`src/rtl/alu_pkg.sv`:
```
// Shared definitions for the pipelined ALU: op encodings, FSM states and
// the writeback flag bundle.
package alu_pkg;

  localparam int unsigned OP_W = 4;

  // Operation encodings; 4'hA..4'hF are illegal and produce a zero result.
  typedef enum logic [OP_W-1:0] {
    ALU_ADD  = 4'h0,
    ALU_SUB  = 4'h1,
    ALU_AND  = 4'h2,
    ALU_OR   = 4'h3,
    ALU_XOR  = 4'h4,
    ALU_SLT  = 4'h5,
    ALU_SLTU = 4'h6,
    ALU_SLL  = 4'h7,
    ALU_SRL  = 4'h8,
    ALU_SRA  = 4'h9
  } alu_op_e;

  typedef enum logic [1:0] {
    ST_IDLE  = 2'd0,
    ST_SHIFT = 2'd1,
    ST_DONE  = 2'd2
  } state_e;

  // Writeback flag bundle, bit order {N,Z,C,V}.
  typedef struct packed {
    logic n;
    logic z;
    logic c;
    logic v;
  } flags_t;

  function automatic logic is_shift(input logic [OP_W-1:0] op);
    return (op == ALU_SLL) || (op == ALU_SRL) || (op == ALU_SRA);
  endfunction

endpackage

```
`src/rtl/alu_comb.sv`:
```
// Single-cycle ALU datapath: add/sub, logic ops and compares, with flags.
// Shift and illegal codes yield zero here; shifts are handled by alu_pipe.
// Ports:
//   a_i, b_i  : operands
//   op_i      : operation select
//   result_c  : combinational result
//   flags_c   : combinational {N,Z,C,V}
module alu_comb
  import alu_pkg::*;
#(
  parameter int unsigned WIDTH = 32
) (
  input  logic [WIDTH-1:0] a_i,
  input  logic [WIDTH-1:0] b_i,
  input  logic [OP_W-1:0]  op_i,
  output logic [WIDTH-1:0] result_c,
  output flags_t           flags_c
);

  logic             sub;
  logic [WIDTH-1:0] b_x;
  logic [WIDTH:0]   sum;
  logic             ovf;
  logic             lt_s;
  logic             lt_u;

  // Shared adder: SUB is A + ~B + 1, so carry-out means no borrow.
  always_comb begin
    sub  = (op_i == ALU_SUB);
    b_x  = sub ? ~b_i : b_i;
    sum  = {1'b0, a_i} + {1'b0, b_x} + (WIDTH+1)'(sub);
    ovf  = (a_i[WIDTH-1] == b_x[WIDTH-1]) && (sum[WIDTH-1] != a_i[WIDTH-1]);
    lt_s = $signed(a_i) < $signed(b_i);
    lt_u = a_i < b_i;
  end

  // Result mux and flag generation.
  always_comb begin
    result_c = '0;
    flags_c  = '0;
    case (op_i)
      ALU_ADD, ALU_SUB: begin
        result_c  = sum[WIDTH-1:0];
        flags_c.c = sum[WIDTH];
        flags_c.v = ovf;
      end
      ALU_AND:  result_c = a_i & b_i;
      ALU_OR:   result_c = a_i | b_i;
      ALU_XOR:  result_c = a_i ^ b_i;
      ALU_SLT:  result_c = WIDTH'(lt_s);
      ALU_SLTU: result_c = WIDTH'(lt_u);
      default:  result_c = '0;
    endcase
    flags_c.n = result_c[WIDTH-1];
    flags_c.z = (result_c == '0);
  end

endmodule

```
`src/rtl/alu_pipe.sv`:
```
// Pipelined ALU with valid/ready handshake. Non-shift ops complete in one
// registered cycle; shifts iterate up to SHIFT_STEP bits per cycle.
// Ports:
//   clk, rst            : clock, async active-low reset
//   in_valid, in_ready  : input handshake
//   A, B, ALUControl    : operands and op (B[SHAMT_W-1:0] is the shift amount)
//   out_valid, out_ready: output handshake
//   Result, Zero, Negative, Carry, Overflow : registered result and flags
module alu_pipe
  import alu_pkg::*;
#(
  parameter int unsigned WIDTH      = 32,
  parameter int unsigned SHIFT_STEP = 1
) (
  input  logic             clk,
  input  logic             rst,
  input  logic             in_valid,
  output logic             in_ready,
  input  logic [WIDTH-1:0] A,
  input  logic [WIDTH-1:0] B,
  input  logic [OP_W-1:0]  ALUControl,
  output logic             out_valid,
  input  logic             out_ready,
  output logic [WIDTH-1:0] Result,
  output logic             Zero,
  output logic             Negative,
  output logic             Carry,
  output logic             Overflow
);

  localparam int unsigned SHAMT_W = $clog2(WIDTH);
  // One extra bit so SHIFT_STEP == WIDTH is representable in the compare.
  localparam int unsigned CNT_W   = SHAMT_W + 1;

  state_e              state_q, state_d;
  logic [WIDTH-1:0]    shreg_q, shreg_d;
  logic [SHAMT_W-1:0]  rem_q, rem_d;
  logic [OP_W-1:0]     op_q, op_d;
  logic                out_valid_q, out_valid_d;
  logic [WIDTH-1:0]    result_q, result_d;
  flags_t              flags_q, flags_d;

  logic [WIDTH-1:0]    comb_res;
  flags_t              comb_flags;
  logic [SHAMT_W-1:0]  shamt;
  logic [SHAMT_W-1:0]  step;
  logic [WIDTH-1:0]    shifted;
  logic                accept;

  alu_comb #(.WIDTH(WIDTH)) u_comb (
    .a_i      (A),
    .b_i      (B),
    .op_i     (ALUControl),
    .result_c (comb_res),
    .flags_c  (comb_flags)
  );

  assign shamt    = B[SHAMT_W-1:0];
  assign in_ready = (state_q == ST_IDLE) && (!out_valid_q || out_ready);
  assign accept   = in_valid && in_ready;

  // One shifter step of min(SHIFT_STEP, remaining) bits.
  always_comb begin
    if (CNT_W'(rem_q) < CNT_W'(SHIFT_STEP)) begin
      step = rem_q;
    end else begin
      step = SHAMT_W'(SHIFT_STEP);
    end
    case (op_q)
      ALU_SLL: shifted = shreg_q << step;
      ALU_SRA: shifted = WIDTH'($signed(shreg_q) >>> step);
      default: shifted = shreg_q >> step;
    endcase
  end

  // Next-state, shifter and writeback.
  always_comb begin
    state_d     = state_q;
    shreg_d     = shreg_q;
    rem_d       = rem_q;
    op_d        = op_q;
    result_d    = result_q;
    flags_d     = flags_q;
    out_valid_d = out_valid_q && !out_ready;
    case (state_q)
      ST_IDLE: begin
        if (accept) begin
          if (is_shift(ALUControl)) begin
            if (shamt == '0) begin
              // Zero-length shift completes at the accept edge.
              result_d    = A;
              flags_d     = {A[WIDTH-1], (A == '0), 2'b00};
              out_valid_d = 1'b1;
            end else begin
              shreg_d = A;
              rem_d   = shamt;
              op_d    = ALUControl;
              state_d = ST_SHIFT;
            end
          end else begin
            result_d    = comb_res;
            flags_d     = comb_flags;
            out_valid_d = 1'b1;
          end
        end
      end
      ST_SHIFT: begin
        shreg_d = shifted;
        rem_d   = rem_q - step;
        // DONE is folded into the last shift edge to keep the latency.
        if (rem_q == step) begin
          result_d    = shifted;
          flags_d     = {shifted[WIDTH-1], (shifted == '0), 2'b00};
          out_valid_d = 1'b1;
          state_d     = ST_IDLE;
        end
      end
      default: state_d = ST_IDLE;
    endcase
  end

  always_ff @(posedge clk or negedge rst) begin
    if (!rst) begin
      state_q     <= ST_IDLE;
      shreg_q     <= '0;
      rem_q       <= '0;
      op_q        <= '0;
      out_valid_q <= 1'b0;
      result_q    <= '0;
      flags_q     <= '0;
    end else begin
      state_q     <= state_d;
      shreg_q     <= shreg_d;
      rem_q       <= rem_d;
      op_q        <= op_d;
      out_valid_q <= out_valid_d;
      result_q    <= result_d;
      flags_q     <= flags_d;
    end
  end

  assign out_valid = out_valid_q;
  assign Result    = result_q;
  assign Negative  = flags_q.n;
  assign Zero      = flags_q.z;
  assign Carry     = flags_q.c;
  assign Overflow  = flags_q.v;

endmodule

```
`config.mk`:
```
export PLATFORM = sky130hd
export DESIGN_NAME = alu_pipe
export DESIGN_NICKNAME = d
export VERILOG_FILES = /design/src/rtl/alu_pkg.sv /design/src/rtl/alu_comb.sv /design/src/rtl/alu_pipe.sv
export SDC_FILE = /design/constraint.sdc
export NUM_CORES = 1
export LEC_CHECK = 0
export BUFFER_PORTS_ARGS = -buffer_cell sky130_fd_sc_hd__buf_2
export CAP_MARGIN = 20
export CORE_MARGIN = 10
export CORE_UTILIZATION = 45
export CTS_CLUSTER_SIZE = 12
export DETAILED_ROUTE_END_ITERATION = 10
export GPL_TIMING_DRIVEN = 0
export PLACE_DENSITY_LB_ADDON = 0.12
export SYNTH_ARGS = -nofsm -noshare
export SYNTH_HDL_FRONTEND = slang
export SYNTH_SLANG_ARGS = --single-unit
export TNS_END_PERCENT = 20
```
`constraint.sdc`:
```
create_clock -name clk -period 8.5 [get_ports clk]
set_input_delay 0.425 -clock clk [delete_from_list [all_inputs] [get_ports clk]]
set_output_delay 0.425 -clock clk [all_outputs]
set_load 0.01 [all_outputs]
```
==> flow_summary_export.csv <==
group,metric,value,unit
detailed_routing,number_of_drc_markers_in_iteration_0,1017,
finish,stdcell_count,1578,
worst_setup_path,timing.critical_path.slowest_cell_delay,0.83,ns
clock_tree,clock_tree.buffer_depth,2,
global_route,first_global_vias,9653,
synth,synthesis.instances,1184,
global_route,global_route_wire_length_before_repair,57100,um
detailed_routing,drt-vias-per-instance,6.20,
worst_setup_path,crit_path_class,"in -> reg",
sta,timing.final.hold_violations,3,
global_route,grt_start_max_net_pins,54,
outcome,violated_checks,"negative hold slack",
clock_tree,cts_inserted_buffers,9,
placed_design,buffers_on_ports,106,
sta,fin_crit_sh,0.583,
detailed_routing,antenna_viol_nets_final,0,
sta,period_needed,4.96,ns
worst_setup_path,reg2reg_to,"Zero",
synth,post_synth_instance_area,9320,um^2
placed_design,dpl.hpwl,29900,um
synth,synth_enable_flop_cells,0,
detailed_routing,wl_per_cell,23.6,um
die,start_util,0.459,
die,die_y,164,um
placed_design,place_inst,1563,
sta,finalClockSkew,0.00998,ns
sta,report.final.slew_viol_count,0,
detailed_routing,drt-pass1-iter-count,6,
synth,ys_seq_area_frac,0.210,
clock_tree,cts_tree,"yes",
synth,post_synth_simple_gate_area,0.155,
synth,syn_area_per_cell,7.87,um^2
sta,hold-worst-slack,-0.00484,ns
outcome,status,"finished, violations left",
finish,nets,1513,
worst_setup_path,r2r_setup_slack,4.45,ns
clock_tree,postCtsSetupBuffers,0,
synth,main_combinational_cell_family_by_area_after_synthesis,"compound AO/OA/AOI/OAI gates",
finish,n_fill_cell,2032,
clock_tree,cts_sinks,78,
hold_path,hp-class,"in -> async",
sta,grt_setup_unrepaired,"no",
worst_setup_path,r2r.worst_path.cells,12,
synth,post_synth_xor_area_fraction,0.0527,
synth,mappedNetlistNets,1393,
detailed_routing,finalWirelength,37300,um
worst_setup_path,cp_data_required_time,8.75,ns
placed_design,gp_routability_congestion,0.970,
synth,synthArstFlopShare,1.00,
die,dieWidth,164,um
sta,relSlewSlack,0.249,
sta,fin_tns_setup,0,ns
clock_tree,holdBufCountCts,0,
die,rows,52,
sta,setup_viol_count_final,0,
worst_setup_path,critical_path.max_fanout,10,
die,fp.coreArea,20300,um^2
sta,max_freq,202,MHz
run,max_cap_violations,0,
pwr,vdd_drop_max,115,uV
synth,ys.flop_type,"sky130_fd_sc_hd__dfrtp_1",
synth,muxShareOfSynthArea,0.0433,
finish,area.growth.synth_to_final,13.5,%
synth,yosys.area_share.adder,0.185,
global_route,antenna_found_initial,0,
global_route,remaining_overflow_grt,0,
die,die-area,26900,um^2
synth,synth_cell_type_count,71,
worst_setup_path,crit_arrival,5.21,ns
clock_tree,clk_transition_reported_paths,0.06,ns
worst_setup_path,cp_cell_sequence,"buf_2, nor4b_4, buf_6, clkbuf_1, xnor2_1, ha_1, clkbuf_1, nand4_1, nor3_1, o21ai_0, a21oi_1, o221ai_1, xor2_1, o21ai_0, a211o_1, or3_1, o31ai_1",
worst_setup_path,cp-end-kind,"flip-flop",
die,num_io_pins,110,
pwr,pwr_density_cell,251,nW/um^2
worst_setup_path,r2r_start,"rem_q[1]",
detailed_routing,detail_route.drc_violations,0,
clock_tree,cts.htree.levels,3,
global_route,grt_util_all_layers,0.272,
sta,worst-slew-pin-transition,1.13,ns
clock_tree,insertion_delay,0.35,ns
finish,post_route_cells_drive_above_1_share,0.112,
synth,synth.yosys.warnings,0,
synth,synth-seq-cells,78,
finish,diodes,0,
synth,post_synthesis_compound_gate_area_fraction,0.288,
worst_setup_path,timing.critical_path.buf_inv,4,
pwr,p_leak,5.00,nW
worst_setup_path,setup.worst_path.start_class,"primary input",
worst_setup_path,timing.critical_path.max_delay_family,"compound AO/OA/AOI/OAI gates",
clock_tree,cts_resized,0,
worst_setup_path,timing.critical_path.slowest_stage_cell,"sky130_fd_sc_hd__clkbuf_1",
clock_tree,clk_root_buffer_cell,"sky130_fd_sc_hd__clkbuf_16",
detailed_routing,route.vias.total,9782,
cell usage after synthesis, drive strengths merged (5+ instances only):
library cell,count,area [um^2]
nor2b,19,119
a31oi,9,62.6
a21o,22,165
a21boi,5,37.5
a22oi,32,240
o211ai,12,90.1
a221oi,16,140
or3,7,43.8
nand4,24,150
a21oi,115,579
a211oi,36,275
xnor2,48,420
a221o,5,50.1
o21ai,108,556
nand3,7,35.0
nor2,95,357
o31ai,8,60.1
xor2,8,70.1
ha,136,1700
nand2,85,319
clkbuf,59,221
mux2i,38,380
buf,11,66.3
nor4,20,125
dfrtp,78,1950
nor3,14,70.1
inv,89,334
nand2b,5,31.3
flip-flops by register name, indices dropped and copies added, names as in the netlist:
signal	count
Carry	1
shreg_q	32
op_q	4
state_q	1
Overflow	1
out_valid	1
rem_q	5
Result	32
Zero	1
cells by family after synthesis:
family | after synthesis
AND/OR/NAND/NOR | 298
AO/OA/AOI/OAI | 416
buffers and inverters | 159
flip-flops | 78
multiplexers | 40
XOR/XNOR | 56
adder cells (fa/ha/maj) | 137
layout make-up:
class | count | area [um^2] | share of cell area
plain buffers | 70 | 288 | 0.0272
clock buffers | 9 | 225 | 0.0213
clock inverters | 6 | 111 | 0.0105
inverters | 89 | 334 | 0.0316
multi-input cells | 947 | 6750 | 0.638
flip-flops and latches | 78 | 1950 | 0.185
well taps | 270 | 338 | 0.0320
repair buffers | 109 | 576 | 0.0544
routing by layer:
| metal | vias to the layer above | track usage | share of wire |
|---|---|---|---|
| li1 | 4553 | - | - |
| met1 | 4709 | 0.371 | 0.43 |
| met2 | 449 | 0.437 | 0.46 |
| met3 | 71 | 0.0323 | 0.075 |
| met4 | 0 | 0.0938 | 0.034 |
| met5 | - | 0 | 0 |
how the worst max path moves through the flow:
stage	from	endpoint	depth (start not counted)
after floorplan	ALUControl[1]	Zero	16
after global placement	ALUControl[1]	Zero	17
after detailed placement	ALUControl[1]	Zero	17
after CTS	ALUControl[1]	Zero	17
after global routing	ALUControl[1]	Result[28]	16
final	ALUControl[1]	Zero	17
through the flow:
step	total power, mW	util	cell area, um^2	setup slack [ns]
final	2.65	0.521	10600	3.54
after global routing	2.82	0.521	10600	3.22
after CTS	2.62	0.521	10600	3.61
after detailed placement	2.17	0.504	10200	3.26
after global placement	2.15	0.502	10200	3.31
after floorplan	1.63	-	9320	4.43
cells in the final DEF (no fill, tap or decap), types with 8 or more instances in the layout:
master / netlist / layout
sky130_fd_sc_hd__mux2i_1: 38 / 38
sky130_fd_sc_hd__inv_1: 89 / 89
sky130_fd_sc_hd__o21ai_0: 104 / 104
sky130_fd_sc_hd__clkbuf_16: 0 / 9
sky130_fd_sc_hd__nor4_1: 20 / 20
sky130_fd_sc_hd__a221oi_1: 16 / 16
sky130_fd_sc_hd__buf_2: 5 / 110
sky130_fd_sc_hd__nand2_1: 85 / 85
sky130_fd_sc_hd__nor2b_1: 19 / 19
sky130_fd_sc_hd__o211ai_1: 12 / 12
sky130_fd_sc_hd__clkbuf_1: 59 / 59
sky130_fd_sc_hd__a21oi_1: 114 / 114
sky130_fd_sc_hd__xor2_1: 8 / 8
sky130_fd_sc_hd__a22oi_1: 32 / 32
sky130_fd_sc_hd__nor2_1: 95 / 95
sky130_fd_sc_hd__dfrtp_1: 78 / 78
sky130_fd_sc_hd__xnor2_1: 48 / 48
sky130_fd_sc_hd__ha_1: 136 / 136
sky130_fd_sc_hd__a21o_1: 22 / 22
sky130_fd_sc_hd__o31ai_1: 8 / 8
sky130_fd_sc_hd__nor3_1: 14 / 14
sky130_fd_sc_hd__a211oi_1: 35 / 35
sky130_fd_sc_hd__nand4_1: 24 / 24
sky130_fd_sc_hd__a31oi_1: 8 / 8
where the power goes:
group	leakage, nW	internal (mW)	switching (mW)	total [mW]
registers	0.949	0.551	0.156	0.707
clock network	0.161	0.285	0.161	0.446
logic	3.89	0.532	0.967	1.50
total	5.00	1.37	1.28	2.65
(Power assumes the default switching activity.)
